===== config.mk =====
export PLATFORM = sky130hd
export DESIGN_NAME = ps2_key_tracker
export DESIGN_NICKNAME = d
export VERILOG_FILES = /design/src/rtl/ps2_pkg.sv /design/src/rtl/ps2_ascii_rom.sv /design/src/rtl/ps2_key_tracker.sv
export SDC_FILE = /design/constraint.sdc
export NUM_CORES = 1
export LEC_CHECK = 0
export ABC_CLOCK_PERIOD_IN_PS = 6500
export CAP_MARGIN = 20
export CORE_ASPECT_RATIO = 1.5
export CORE_MARGIN = 3
export CORE_UTILIZATION = 55
export CTS_BUF_LIST = sky130_fd_sc_hd__clkbuf_16
export DETAILED_ROUTE_END_ITERATION = 16
export PLACE_DENSITY = 0.81
export SYNTH_ARGS = -nofsm -noshare
export SYNTH_HDL_FRONTEND = slang
export SYNTH_SLANG_ARGS = --single-unit
export TNS_END_PERCENT = 50

===== constraint.sdc =====
create_clock -name clk -period 6.5 [get_ports clk]
set_input_delay 1.3 -clock clk [delete_from_list [all_inputs] [get_ports clk]]
set_output_delay 1.3 -clock clk [all_outputs]
set_load 0.01 [all_outputs]

===== src/rtl/ps2_pkg.sv =====
// Shared constants, FSM state type and digit encoder
// for the PS/2 key tracker.
package ps2_pkg;

   localparam logic [7:0] PS2_EXT = 8'hE0;
   localparam logic [7:0] PS2_BRK = 8'hF0;

   typedef enum logic [1:0] {
      ST_WAIT,
      ST_POP,
      ST_GAP
   } ps2_state_e;

   // Keyboard status/ack bytes that never carry a key.
   function automatic logic is_ctrl(logic [7:0] b);
      return (b == 8'h00) || (b == 8'hAA) || (b == 8'hEE) ||
             (b == 8'hFA) || (b == 8'hFC) || (b == 8'hFE) ||
             (b == 8'hFF);
   endfunction

   function automatic logic [6:0] hex7(logic [3:0] v);
      logic [6:0] s;
      s = 7'h00;
      case (v)
         4'h0: s = 7'h3F;
         4'h1: s = 7'h06;
         4'h2: s = 7'h5B;
         4'h3: s = 7'h4F;
         4'h4: s = 7'h66;
         4'h5: s = 7'h6D;
         4'h6: s = 7'h7D;
         4'h7: s = 7'h07;
         4'h8: s = 7'h7F;
         4'h9: s = 7'h6F;
         4'hA: s = 7'h77;
         4'hB: s = 7'h7C;
         4'hC: s = 7'h39;
         4'hD: s = 7'h5E;
         4'hE: s = 7'h79;
         4'hF: s = 7'h71;
         default: s = 7'h00;
      endcase
      return s;
   endfunction

endpackage


===== src/rtl/ps2_ascii_rom.sv =====
// Set-2 make code to ASCII lookup: lowercase letters,
// digits, space and enter; 0x00 for anything else.
module ps2_ascii_rom (
   input  logic [7:0] code,
   output logic [7:0] ascii
);

   always_comb begin
      ascii = 8'h00;
      case (code)
         8'h1C: ascii = 8'h61;
         8'h32: ascii = 8'h62;
         8'h21: ascii = 8'h63;
         8'h23: ascii = 8'h64;
         8'h24: ascii = 8'h65;
         8'h2B: ascii = 8'h66;
         8'h34: ascii = 8'h67;
         8'h33: ascii = 8'h68;
         8'h43: ascii = 8'h69;
         8'h3B: ascii = 8'h6A;
         8'h42: ascii = 8'h6B;
         8'h4B: ascii = 8'h6C;
         8'h3A: ascii = 8'h6D;
         8'h31: ascii = 8'h6E;
         8'h44: ascii = 8'h6F;
         8'h4D: ascii = 8'h70;
         8'h15: ascii = 8'h71;
         8'h2D: ascii = 8'h72;
         8'h1B: ascii = 8'h73;
         8'h2C: ascii = 8'h74;
         8'h3C: ascii = 8'h75;
         8'h2A: ascii = 8'h76;
         8'h1D: ascii = 8'h77;
         8'h22: ascii = 8'h78;
         8'h35: ascii = 8'h79;
         8'h1A: ascii = 8'h7A;
         8'h45: ascii = 8'h30;
         8'h16: ascii = 8'h31;
         8'h1E: ascii = 8'h32;
         8'h26: ascii = 8'h33;
         8'h25: ascii = 8'h34;
         8'h2E: ascii = 8'h35;
         8'h36: ascii = 8'h36;
         8'h3D: ascii = 8'h37;
         8'h3E: ascii = 8'h38;
         8'h46: ascii = 8'h39;
         8'h29: ascii = 8'h20;
         8'h5A: ascii = 8'h0D;
         default: ascii = 8'h00;
      endcase
   end

endmodule


===== src/rtl/ps2_key_tracker.sv =====
// Pops scan codes from the PS/2 receiver FIFO, tracks the held
// key, counts presses in BCD and drives the segment digits.
module ps2_key_tracker
   import ps2_pkg::*;
#(
   parameter int CNT_DIGITS       = 2,
   parameter bit TYPEMATIC_FILTER = 1'b1,
   parameter bit SEG_ACTIVE_LOW   = 1'b1
) (
   input  logic                        clk,
   input  logic                        rst,
   input  logic [7:0]                  kb_data,
   input  logic                        kb_ready,
   output logic                        kb_next,
   output logic                        key_valid,
   output logic [7:0]                  key_code,
   output logic                        key_ext,
   output logic [7:0]                  key_ascii,
   output logic                        press_pulse,
   output logic [4*CNT_DIGITS-1:0]     press_cnt,
   output logic [8*(4+CNT_DIGITS)-1:0] seg
);

   ps2_state_e state;
   logic [7:0] byte_q;
   logic       ext_p;
   logic       brk_p;
   logic [7:0] rom_ascii;
   logic       match;
   logic       carry;
   logic [4*CNT_DIGITS-1:0]     cnt_inc;
   logic [8*(4+CNT_DIGITS)-1:0] seg_nx;
   logic [8*(4+CNT_DIGITS)-1:0] seg_q;

   ps2_ascii_rom u_rom (
      .code  (byte_q),
      .ascii (rom_ascii)
   );

   assign match = key_valid && (byte_q == key_code) &&
                  (ext_p == key_ext);

   always_comb begin
      cnt_inc = press_cnt;
      carry   = 1'b1;
      for (int i = 0; i < CNT_DIGITS; i++) begin
         if (carry) begin
            if (press_cnt[4*i +: 4] == 4'd9) begin
               cnt_inc[4*i +: 4] = 4'd0;
            end else begin
               cnt_inc[4*i +: 4] = press_cnt[4*i +: 4] + 4'd1;
               carry = 1'b0;
            end
         end
      end
   end

   always_comb begin
      seg_nx = '0;
      if (key_valid) begin
         seg_nx[6:0]  = hex7(key_code[3:0]);
         seg_nx[14:8] = hex7(key_code[7:4]);
      end
      if (key_valid && (key_ascii != 8'h00)) begin
         seg_nx[22:16] = hex7(key_ascii[3:0]);
         seg_nx[30:24] = hex7(key_ascii[7:4]);
      end
      for (int i = 0; i < CNT_DIGITS; i++)
         seg_nx[8*(4+i) +: 7] = hex7(press_cnt[4*i +: 4]);
   end

   always_ff @(posedge clk) begin
      if (rst) begin
         state       <= ST_WAIT;
         kb_next     <= 1'b1;
         byte_q      <= 8'h00;
         ext_p       <= 1'b0;
         brk_p       <= 1'b0;
         key_valid   <= 1'b0;
         key_code    <= 8'h00;
         key_ext     <= 1'b0;
         key_ascii   <= 8'h00;
         press_pulse <= 1'b0;
         press_cnt   <= '0;
         seg_q       <= '0;
      end else begin
         kb_next     <= 1'b1;
         press_pulse <= 1'b0;
         seg_q       <= seg_nx;
         unique case (state)
            ST_WAIT: begin
               if (kb_ready) begin
                  byte_q  <= kb_data;
                  kb_next <= 1'b0;
                  state   <= ST_POP;
               end
            end
            ST_POP: begin
               state <= ST_GAP;
               if (byte_q == PS2_EXT) begin
                  ext_p <= 1'b1;
               end else if (byte_q == PS2_BRK) begin
                  brk_p <= 1'b1;
               end else if (!is_ctrl(byte_q)) begin
                  ext_p <= 1'b0;
                  if (brk_p) begin
                     brk_p <= 1'b0;
                     if (match)
                        key_valid <= 1'b0;
                  end else if (!(TYPEMATIC_FILTER && match)) begin
                     key_code    <= byte_q;
                     key_ext     <= ext_p;
                     key_ascii   <= ext_p ? 8'h00 : rom_ascii;
                     key_valid   <= 1'b1;
                     press_pulse <= 1'b1;
                     press_cnt   <= cnt_inc;
                  end
               end
            end
            ST_GAP: state <= ST_WAIT;
            default: state <= ST_WAIT;
         endcase
      end
   end

   // Segment patterns are built active-high; polarity fixed here.
   assign seg = SEG_ACTIVE_LOW ? ~seg_q : seg_q;

endmodule


After elaboration in Yosys (flattened, before gate mapping):

Memories as Yosys holds them, arrays and structs flattened. A register that Yosys moved wholly into a read port is not among the register bits.
Index checks and enable logic that the tools add are counted.
W data, S select, Z words.

* bits in registers: 46
* bits in latches: 0
* RAM bits: 0
* ROM bits: 1568
* input bits: 11
* output and inout bits: 76
* memories kept: 7

* add/subtract/negate cells: 2
* $mul: 0
* divide/modulo/power cells: 0
* order comparisons: 0
* equality and inequality tests: 19
* shift-type cells: 0
* multiplexer cells: 18
* bitwise gates (word level): 10
* reductions and logical operators: 22

Memories
* (name not given): depth 128, width 7, read ports 1, clocked after Yosys merged registers in 1, wr ports 0, line ps2_ascii_rom.sv:10 `case (code)`
* (name not given): depth 16, width 7, read ports 1, clocked after Yosys merged registers in 1, wr ports 0, line ps2_pkg.sv:24 `case (v)`
* (name not given): depth 16, width 7, read ports 1, clocked after Yosys merged registers in 1, wr ports 0, line ps2_pkg.sv:24
* (name not given): depth 16, width 7, read ports 1, clocked after Yosys merged registers in 1, wr ports 0, line ps2_pkg.sv:24
* (name not given): depth 16, width 7, read ports 1, clocked after Yosys merged registers in 1, wr ports 0, line ps2_pkg.sv:24
* (name not given): depth 16, width 7, read ports 1, clocked after Yosys merged registers in 1, wr ports 0, line ps2_pkg.sv:24
* +1 memories

Operators with widths (number)
* $eq A8 B8 Y1 const B: 8
* $not A48 Y48: 1
* $mux W8: 2
* $mux W7: 2
* $reduce_and A6 Y1: 2
* $mux W1: 10
* $ne A2 B2 Y1 const B: 5
* $not A1 Y1: 9
* $add A4 B1 Y4 const B: 2
* $eq A4 B4 Y1 const B: 2
* $eq A8 B8 Y1: 1
* $logic_not A8 Y1: 1
* $mux W4: 2
* $reduce_bool A8 Y1: 1
* $reduce_and A7 Y1: 1
* $logic_or A1 B1 Y1: 6
* $reduce_and A3 Y1: 2
* $reduce_or A2 Y1: 3
* $reduce_or A6 Y1: 1
* $pmux W2 S2: 1
* $logic_and A1 B1 Y1: 3
* $eq A2 B1 Y1 const B: 1
* $logic_not A2 Y1: 1
* $mux W2: 1
* other kinds (3): 3

Depth between registers and ports, before layout:

Gate-level depths: netlist of run 1.

* depth in word-level cells: 10
* depth in mapped cells: 15
* gate-level depth less buffers: 12

Modules after synthesis:

From an unflattened synthesis of run 1, not the netlist that was laid out.

* cells, all modules: 636
* area total of the unflattened synthesis: 5201.2 sq um

Modules (own cells, without submodules)
* ps2_key_tracker: instances 1, cells each 516, area each 4421.7 sq um, seq. area each 1641.6 sq um
* ps2_ascii_rom: instances 1, cells each 120, area each 779.5 sq um, seq. area each 0.0 sq um

Worst setup path after synthesis of run 1:

Ideal clock, no wire load.

* kind: input -> register
* start point: input kb_ready
* end point: register (tool-made name)
* setup time: 0.134 ns
* arrival: 3.725 ns
* data required time: 6.366 ns
* slack: 2.641 ns
* stages: 12
* cells stage by stage: nor3b_4 > buf_4 > buf_1 > nand2_1 > a21oi_1 > inv_1 > ha_1 > ha_1 > mux2i_1 > a32oi_1 > nor2_1 > or4_1

RTL lines
* from (decl): line ps2_key_tracker.sv:13 `input logic kb_ready,`

==> summary.txt, run 1 <==
Status = completed
Io pins = 87
Worst-path fanout max = 26
Synth area leader = dfxtp_1
DRT met1 WL = 5.87 mm
Top routing layer in use = met4
Commonest cells post-synth = dfxtp_1 (88), nand2_1 (77), inv_1 (72)
Placed Instance Area = 0.00649 mm2
DRC = 0
Placer Congestion = 0.957
Max-cap violations = 0
Post-Layout Cell Count = 921
Buffers on Ports = 79
Drt first pass iters = 4
H-Tree Level Count = 3
Worst min path class = reg -> reg
Clk buf depth = 2
Die H = 131 um
Sequential area share after synthesis = 30.5%
Crit share post-route = 64.2%
Ranking of synthesized cells by area = dfxtp_1 (31%), ha_1 (11%), a21oi_1 (5.2%), nand2_1 (5.0%), inv_1 (4.7%)
CTS tree = built
Setup Buffers After CTS = 0
Max Fclk = 0.240 GHz
Syn avg cell area = 7.85 um2
Ys Warns = 0
Clk slew on worst S/H paths = 0.06 ns
Initial antenna violation count = 0
Data required, critical path = 6.70 ns
Count of final max-slew check failures = 0
Clk_lat worst skew = 0.34 ns
Tot GR Track Use = 24.8%
Number of global-route vias before repair = 4786
Clock power frac = 39.0%
Site Rows = 45
Combinational share of power = 15.9%
Most frequent cell after synthesis = dfxtp_1
Vias per inst = 5.71
P&R area growth vs syn = 17.5%
Resized cells post-CTS = 0
Initial drt markers = 241
Share of layout cells above drive strength 1 = 5.00%
Global-route wire length before repair = 23.5 mm
Grt ovf = 0
Share of the synthesized area in the top cell type = 30.5%
Initial Util = 56.6%
Synthesized flop and latch total = 88
Die W = 89.6 um
RSZ-0062 raised after global routing = no
Hold_ws = 0.454 ns
Slew at the pin with the worst max-slew slack = 0.858 ns
Final Setup Violations = 0
Dpl cells = 905
Met2 WL = 7.31 mm
Fin worst setup slack = 2.33 ns
Routed vias = 5256
Critical path class = in -> reg
Fillers = 860
Switching Share = 27.4%
Area of the multi-input gates = 0.00347 mm2
Most common flop cell mapped by yosys = dfxtp_1
Clk sink count = 88
Worst slack at placement = 2.01 ns
Maximum VDD drop = 0.112 mV
Final Cell Area = 0.00678 mm2
Cell internal pwr = 0.936 mW
Largest net degree at the start of global routing = 59
Total Wirelength = 14.5 mm
CP Capture Type = flop
Clock Root Buffer = clkbuf_16
Clock skew = 0.0130 ns
Num CTS Buffers = 9
Critical Path Start Type = input pin
Pwr per Cell Area = 190 mW/mm2
Final Hold Fails = 0
Synth cell types = 73
Placeable Area = 0.0102 mm2
Total power = 1.29 mW
Tmin final = 4.17 ns
Number of flops mapped to enable cells by yosys = 0
Setup TNS = 0 ns
Met3 wire len = 755 um
Post-route ant nets = 0
Register area = 0.00176 mm2
Nets = 837
Inserted Diodes = 0
Final core utilization = 66.5%
Die Area = 0.0118 mm2
Max_slew headroom = 42.8%
Synth Cell Area = 0.00577 mm2
Cells after Synth = 735
Drt wl/cell = 15.7 um
Static leakage power = 2.71 nW
DP Wirelength = 10.7 mm
Psw = 0.353 mW
Hold_buf cts = 0
CP arrival = 4.37 ns
Flop pwr share = 45.1%
Ys async rst share = 0%
-- flip-flops by register name, summed over array words and instances (netlist names), 2 cells and up, named ones only --
| name | cells |
|---|---|
| state | 2 |
| key_ascii | 7 |
| seg_q | 42 |
| key_code | 8 |
| press_cnt | 8 |
| byte_q | 8 |
-- final timing paths --
kind | slack, ns | start | cells after the start | to
setup / recovery | 2.33 | kb_ready | 11 | flop
hold / removal | 0.45 | flop | 2 | key_ascii[2]$_SDFFE_PP0P_
setup reg to reg | 3.27 | state[1]$_SDFFE_PP0P_ | 10 | flop
hold reg to reg | 0.45 | flop | 2 | key_ascii[2]$_SDFFE_PP0P_
-- final cells by class --
| type | count | area share, % |
|---|---|---|
| Clock buffer | 9 | 3.32 |
| Clock inverter | 7 | 0.941 |
| Inverter | 74 | 4.10 |
| Multi-Input combinational cell | 520 | 51.1 |
| Sequential cell | 88 | 26.0 |
| Tap cell | 141 | 2.60 |
| Timing Repair Buffer | 82 | 11.9 |
-- power by group through the flow --
stage                     Clock [mW]  Combinational (mW)  Sequential (mW)
after global routing           0.534               0.224            0.584
after CTS                      0.511               0.202            0.581
final                          0.503               0.204            0.582
after floorplan                    0               0.149            0.581
after detailed placement           0               0.201            0.594
after global placement             0               0.200            0.593
-- critical path, stage by stage --
cell and delay (ns):
clkdlybuf4s50_1 0.41, or3b_1 0.73, nand2_1 0.16, a21oi_1 0.29
inv_1 0.11, ha_1 0.23, ha_1 0.28, mux2i_1 0.06
a32oi_1 0.23, nor2_1 0.05, or4_1 0.51
-- layer usage --
layer	track usage [%]	vias up
met5	0	-
met4	11.8	0
met3	3.76	32
met2	40.5	186
met1	31.0	2469
li1	-	2569
-- cells by family (layout without fill, tap and decap cells) --
kind of cell               Yosys count  in the layout  share of synthesized area, %
DFF                                 88             88                          30.5
adders and majority gates           51             51                          11.1
muxes                               24             24                          4.95
xor gates and xnor gates             9              9                          1.37
AOI/OAI and AO/OA                  162            162                          18.8
and+or+nand+nor                    267            267                          23.4
other                                2              7                         0.130
buffers and inverters              132            172                          9.70
-- placed cells by master (no fill, tap or decap), types with 21 or more instances in the layout --
cell	instances
nor2b_1	25
nand2_1	77
clkdlybuf4s50_1	78
nand2b_1	21
nor2_1	60
inv_1	73
dfxtp_1	88
nand3_1	24
ha_1	51
a21oi_1	60
(Power assumes the default switching activity.)
==> inputs of run 2 (changes only) <==
Settings changed: ABC_CLOCK_PERIOD_IN_PS 6500 to 3700, CORE_UTILIZATION 55 to 50, PLACE_DENSITY 0.81 to 0.78.
Clock period 6.5 ns to 3.7 ns, I/O delays scaled along.
==> run 2 against run 1 <==
- sequential power is 75% higher
- utilization is 4.7 points lower
- global-route usage is 1.7 points lower
- sequential share of layout area is 0.48 points lower
- register-to-register slack worse by 2.4 ns
- count of clock-buffer cells in the layout stayed put
- design area is 1.9% higher
- largest cell class unchanged
==> summary.txt, run 2 (same netlist as run 1, synthesis figures left out) <==
Status = completed
Initial drt markers = 269 (+12%)
CTS tree = built
Maximum VDD drop = 0.211 mV (+89%)
Placeable Area = 0.0112 mm2 (+9.6%)
Critical Path Start Type = input pin
Tot GR Track Use = 23.1% (-1.7 points)
RSZ-0062 raised after global routing = no
Die Area = 0.0129 mm2 (+9.4%)
Worst min path class = reg -> reg
Max_slew headroom = 54.0% (+11 points)
Critical path class = in -> reg
Placer Congestion = 0.976 (+2.0%)
Resized cells post-CTS = 0 (unchanged)
Routed vias = 5262 (+0.11%)
Io pins = 87 (unchanged)
H-Tree Level Count = 3 (unchanged)
Die H = 138 um (+4.7%)
Pwr per Cell Area = 318 mW/mm2 (+67%)
Post-route ant nets = 0 (unchanged)
Tmin final = 3.21 ns
Global-route wire length before repair = 23.9 mm (+2.0%)
Share of layout cells above drive strength 1 = 6.91% (+1.9 points)
Number of global-route vias before repair = 4940 (+3.2%)
Max Fclk = 0.311 GHz
Num CTS Buffers = 9 (unchanged)
Worst-path fanout max = 5 (-81%)
Drt wl/cell = 15.6 um (-0.54%)
Max-cap violations = 0 (unchanged)
DP Wirelength = 11.2 mm (+4.9%)
Largest net degree at the start of global routing = 38 (-36%)
Initial antenna violation count = 0 (unchanged)
Clk slew on worst S/H paths = 0.06 ns (about the same)
Inserted Diodes = 0 (unchanged)
Clk_lat worst skew = 0.33 ns (about the same)
Drt first pass iters = 5 (+1)
Clk sink count = 88 (unchanged)
Crit share post-route = 86.8%
CP arrival = 3.41 ns (-0.96 ns)
Site Rows = 47 (+4.4%)
Fillers = 987 (+15%)
Initial Util = 51.6% (-5.0 points)
Slowest cell on crit path = or4_1
Commonest non-fill, non-tap cells in the layout = dfxtp_1 (88), clkdlybuf4s50_1 (78), nand2_1 (77)
DRC = 0 (unchanged)
Final Setup Violations = 0 (unchanged)
Total Wirelength = 14.7 mm (+1.8%)
Commonest non-fill, non-tap cell in the layout = dfxtp_1
CP cell instances = clkdlybuf4s50_1, nor3b_4, nand2_1, a21oi_1, inv_1, ha_1, ha_1, mux2i_1, a32oi_1, nor2_1, or4_1
Static leakage power = 2.79 nW (+2.8%)
Die W = 93.7 um (+4.6%)
Clock Root Buffer = clkbuf_16
Count of final max-slew check failures = 0 (unchanged)
CP Capture Type = flop
Clk buf depth = 2 (unchanged)
Nets = 854 (+2.0%)
Setup TNS = 0 ns (unchanged)
Vias per inst = 5.58 (-2.2%)
Largest register FFs = 42 (unchanged)
Data required, critical path = 3.90 ns (-2.80 ns)
Total power = 2.20 mW (+71%)
Critical path's most frequent cell = ha_1
Buffers on Ports = 79 (unchanged)
CP max stage delay = 0.51 ns (-0.22 ns)
Setup Buffers After CTS = 0 (unchanged)
Grt ovf = 0 (unchanged)
Clock skew = 0.00363 ns (-0.00938 ns)
Final Hold Fails = 0 (unchanged)
Hold_buf cts = 0 (unchanged)
Slew at the pin with the worst max-slew slack = 0.690 ns (-0.168 ns)
P&R area growth vs syn = 19.7%
Largest Register = seg_q
run 2: cell types whose count changed in the layout (fill, tap and decap cells not counted):
cell | previous run | this run
buf_12 | 0 | 2
buf_4 | 3 | 18
bufinv_16 | 1 | 0
clkinv_1 | 4 | 2
clkinv_4 | 2 | 0
clkinvlp_4 | 0 | 2
inv_1 | 73 | 75
run 2: stage by stage:
stage / setup WS, ns / utilization (%) / std cells / area, um2 / hold slack [ns]
2_1_floorplan: 0.401 / - / 740 / 5790 / 0.433
3_3_place_gp: 0.267 / 59.5 / 928 / 6650 / 0.443
3_5_place_dp: 0.142 / 59.5 / 928 / 6650 / 0.440
4_1_cts: 0.496 / 61.8 / 943 / 6910 / 0.452
5_1_grt: 0.365 / 61.8 / 943 / 6910 / 0.479
6_report: 0.488 / 61.8 / 943 / 6910 / 0.454
run 2: layout make-up:
cell class / count / area [um2] / share of cell area, %
timing repair buffer: 99 / 961 / 13.9
inverter: 74 / 278 / 4.02
sequential: 88 / 1760 / 25.5
clock inverter: 6 / 31.3 / 0.453
tap: 147 / 184 / 2.66
clock buffer: 9 / 225 / 3.26
multi-input combinational: 520 / 3470 / 50.2
run 2: routing by layer:
metal	GRT usage, %	vias to the layer above	share of wire [%]
met4	13.2	0	4.8
met3	3.06	41	4.2
met1	26.6	2421	40
li1	-	2611	-
met5	0	-	0
met2	40.7	189	51
run 2: final timing paths:
check | start | end | slack (ns) | cells after the start
max reg2reg | byte_q[1]$_SDFFE_PP0N_ | flop | 0.83 | 9
min reg2reg | flop | key_ascii[3]$_SDFFE_PP0P_ | 0.45 | 2
max | kb_ready | flop | 0.49 | 11
min | flop | key_ascii[3]$_SDFFE_PP0P_ | 0.45 | 2
run 2: critical path: cells and delay by family:
kind	cells	cell delay, ns
compound gates	2	0.48
simple gates	4	1.01
buf+inv	2	0.57
fa+ha+maj	2	0.53
mux	1	0.07
run 2: power breakdown:
group	internal (mW)	leakage [nW]	switching (mW)	total, mW
combinational	0.165	1.94	0.220	0.385
sequential	0.981	0.717	0.0391	1.02
clock	0.442	0.131	0.351	0.794
==> inputs of run 3 (changes only) <==
--- a/constraint.sdc
+++ b/constraint.sdc
@@ -3,2 +3,2 @@
 set_output_delay 0.74 -clock clk [all_outputs]
-set_load 0.01 [all_outputs]
+set_load 0.1 [all_outputs]
==> run 3 against run 2 <==
- wire length increased by 3.2%
- critical path depth unchanged
- sequential power is essentially flat
- largest cell class unchanged
==> summary.txt, run 3 (same netlist as run 1, synthesis figures left out) <==
Io pins = 87 (unchanged)
Final Setup Violations = 0 (unchanged)
Drt wl/cell = 16.1 um (+3.0%)
Initial drt markers = 201 (-25%)
Clk sink count = 88 (unchanged)
Tot GR Track Use = 23.7% (+0.54 points)
Slew at the pin with the worst max-slew slack = 0.985 ns (+0.295 ns)
Cell internal pwr = 1.61 mW (+1.2%)
Pwr per Cell Area = 355 mW/mm2 (+11%)
Resized cells post-CTS = 0 (unchanged)
R2r setup slk = 0.79 ns (-0.04 ns)
Global-route wire length before repair = 24.4 mm (+1.9%)
Die H = 138 um (unchanged)
Crit share post-route = 86.8% (about the same)
DRC = 0 (unchanged)
Largest Register = seg_q
Clk buf depth = 2 (unchanged)
Status = completed
Worst Reg-to-Reg Cells = 9 (unchanged)
Total Wirelength = 15.2 mm (+3.2%)
Psw = 0.841 mW (+38%)
Flop pwr share = 41.7% (-4.7 points)
Clock Root Buffer = clkbuf_16
Hold Crit Endpoint = key_ascii[3]$_SDFFE_PP0P_
Placer Congestion = 0.976 (about the same)
Commonest non-fill, non-tap cell in the layout = dfxtp_1
Largest register FFs = 42 (unchanged)
Grt ovf = 0 (unchanged)
Die Area = 0.0129 mm2 (unchanged)
Clock power frac = 35.3% (-0.8 points)
Nets = 855 (+0.12%)
Number of global-route vias before repair = 4979 (+0.79%)
Max-cap violations = 0 (unchanged)
Routed vias = 5312 (+0.95%)
Final Hold Fails = 0 (unchanged)
Data required, critical path = 3.91 ns (about the same)
Post-route ant nets = 0 (unchanged)
Total power = 2.45 mW (+11%)
Num CTS Buffers = 9 (unchanged)
Site Rows = 47 (unchanged)
Vias per inst = 5.62 (+0.74%)
Worst min path class = reg -> reg
Worst R2R Start = byte_q[1]$_SDFFE_PP0N_
Static leakage power = 2.81 nW (+0.88%)
Fillers = 1003 (+1.6%)
Placeable Area = 0.0112 mm2 (unchanged)
P&R area growth vs syn = 19.7% (about the same)
DP Wirelength = 11.6 mm (+3.0%)
Setup TNS = 0 ns (unchanged)
RSZ-0062 raised after global routing = no
Commonest non-fill, non-tap cells in the layout = dfxtp_1 (88), nand2_1 (77), inv_1 (72)
Combinational share of power = 23.0% (+5.5 points)
Switching Share = 34.3% (+6.6 points)
Largest net degree at the start of global routing = 29 (-24%)
Die W = 93.7 um (unchanged)
Setup Buffers After CTS = 0 (unchanged)
Inserted Diodes = 0 (unchanged)
CP Capture Type = flop
Initial antenna violation count = 0 (unchanged)
Max Fclk = 0.311 GHz (about the same)
Buffers on Ports = 79 (unchanged)
CTS tree = built
Critical Path Start Type = input pin
H-Tree Level Count = 3 (unchanged)
Clock skew = 0.00662 ns (+0.00299 ns)
Hold_buf cts = 0 (unchanged)
Drt first pass iters = 5 (unchanged)
Worst-path fanout max = 5 (unchanged)
Count of final max-slew check failures = 0 (unchanged)
Share of layout cells above drive strength 1 = 8.40% (+1.5 points)
Tmin final = 3.21 ns (+0.00120 ns)
Clk_lat worst skew = 0.33 ns (about the same)
Clk slew on worst S/H paths = 0.07 ns (about the same)
CP arrival = 3.42 ns (about the same)
Max_slew headroom = 34.2% (-20 points)
Cell depth of the worst hold path = 2 (unchanged)
Initial Util = 51.6% (unchanged)
Critical path class = in -> reg
Maximum VDD drop = 0.236 mV (+12%)
-- run 3: cell count changes in the layout (fill, tap and decap cells not counted), sizes merged --
cell / delta
buf: +9
clkdlybuf4s50: -8
clkinvlp: -2
inv: +2
clkinv: +1
-- run 3: worst max-delay path by stage --
stage	startpoint	to	slack [ns]	cells past startpoint
2_1_floorplan	kb_ready	flop	0.40	12
3_3_place_gp	kb_ready	flop	0.27	11
3_5_place_dp	kb_ready	flop	0.16	11
4_1_cts	kb_ready	flop	0.52	11
5_1_grt	kb_ready	flop	0.35	11
6_report	kb_ready	flop	0.49	11
-- run 3: area by class of cell --
class                           count  area (um2)  share of cell area, %
Multi-Input combinational cell    520        3470                   50.2
Tap cell                          147         184                   2.66
Timing Repair Buffer              100         936                   13.6
Inverter                           74         278                   4.02
Clock inverter                      7        52.6                  0.761
Sequential cell                    88        1760                   25.5
Clock buffer                        9         225                   3.26
-- run 3: metal layers --
layer	vias up	share of wire, %	global-route usage, %
met5	-	0	0
met4	0	6.0	15.5
met3	48	4.2	3.17
met2	171	50	41.2
met1	2483	39	26.8
li1	2610	-	-
-- run 3: power by group through the flow --
| stage | Sequential (mW) | Combinational, mW | Clock, mW |
|---|---|---|---|
| after floorplan | 1.06 | 0.402 | 0 |
| after global placement | 1.04 | 0.555 | 0 |
| after detailed placement | 1.04 | 0.557 | 0 |
| after CTS | 1.02 | 0.559 | 0.883 |
| after global routing | 1.02 | 0.596 | 0.927 |
| final | 1.02 | 0.563 | 0.865 |
-- run 3: critical path, stage by stage --
cell             delay, ns
clkdlybuf4s50_1       0.47
nor3b_4               0.33
nand2_1               0.12
a21oi_1               0.25
inv_1                 0.10
ha_1                  0.23
ha_1                  0.29
mux2i_1               0.07
a32oi_1               0.25
nor2_1                0.05
or4_1                 0.51
-- run 3: stage by stage --
| step | worst slack, ns | util, % | instances | area (um2) | hold slack [ns] |
|---|---|---|---|---|---|
| 2_1_floorplan | 0.401 | - | 740 | 5790 | 0.433 |
| 3_5_place_dp | 0.158 | 59.3 | 929 | 6630 | 0.445 |
| 3_3_place_gp | 0.268 | 59.3 | 929 | 6630 | 0.442 |
| 5_1_grt | 0.354 | 61.8 | 945 | 6900 | 0.491 |
| 4_1_cts | 0.521 | 61.8 | 945 | 6900 | 0.456 |
| 6_report | 0.487 | 61.8 | 945 | 6900 | 0.458 |
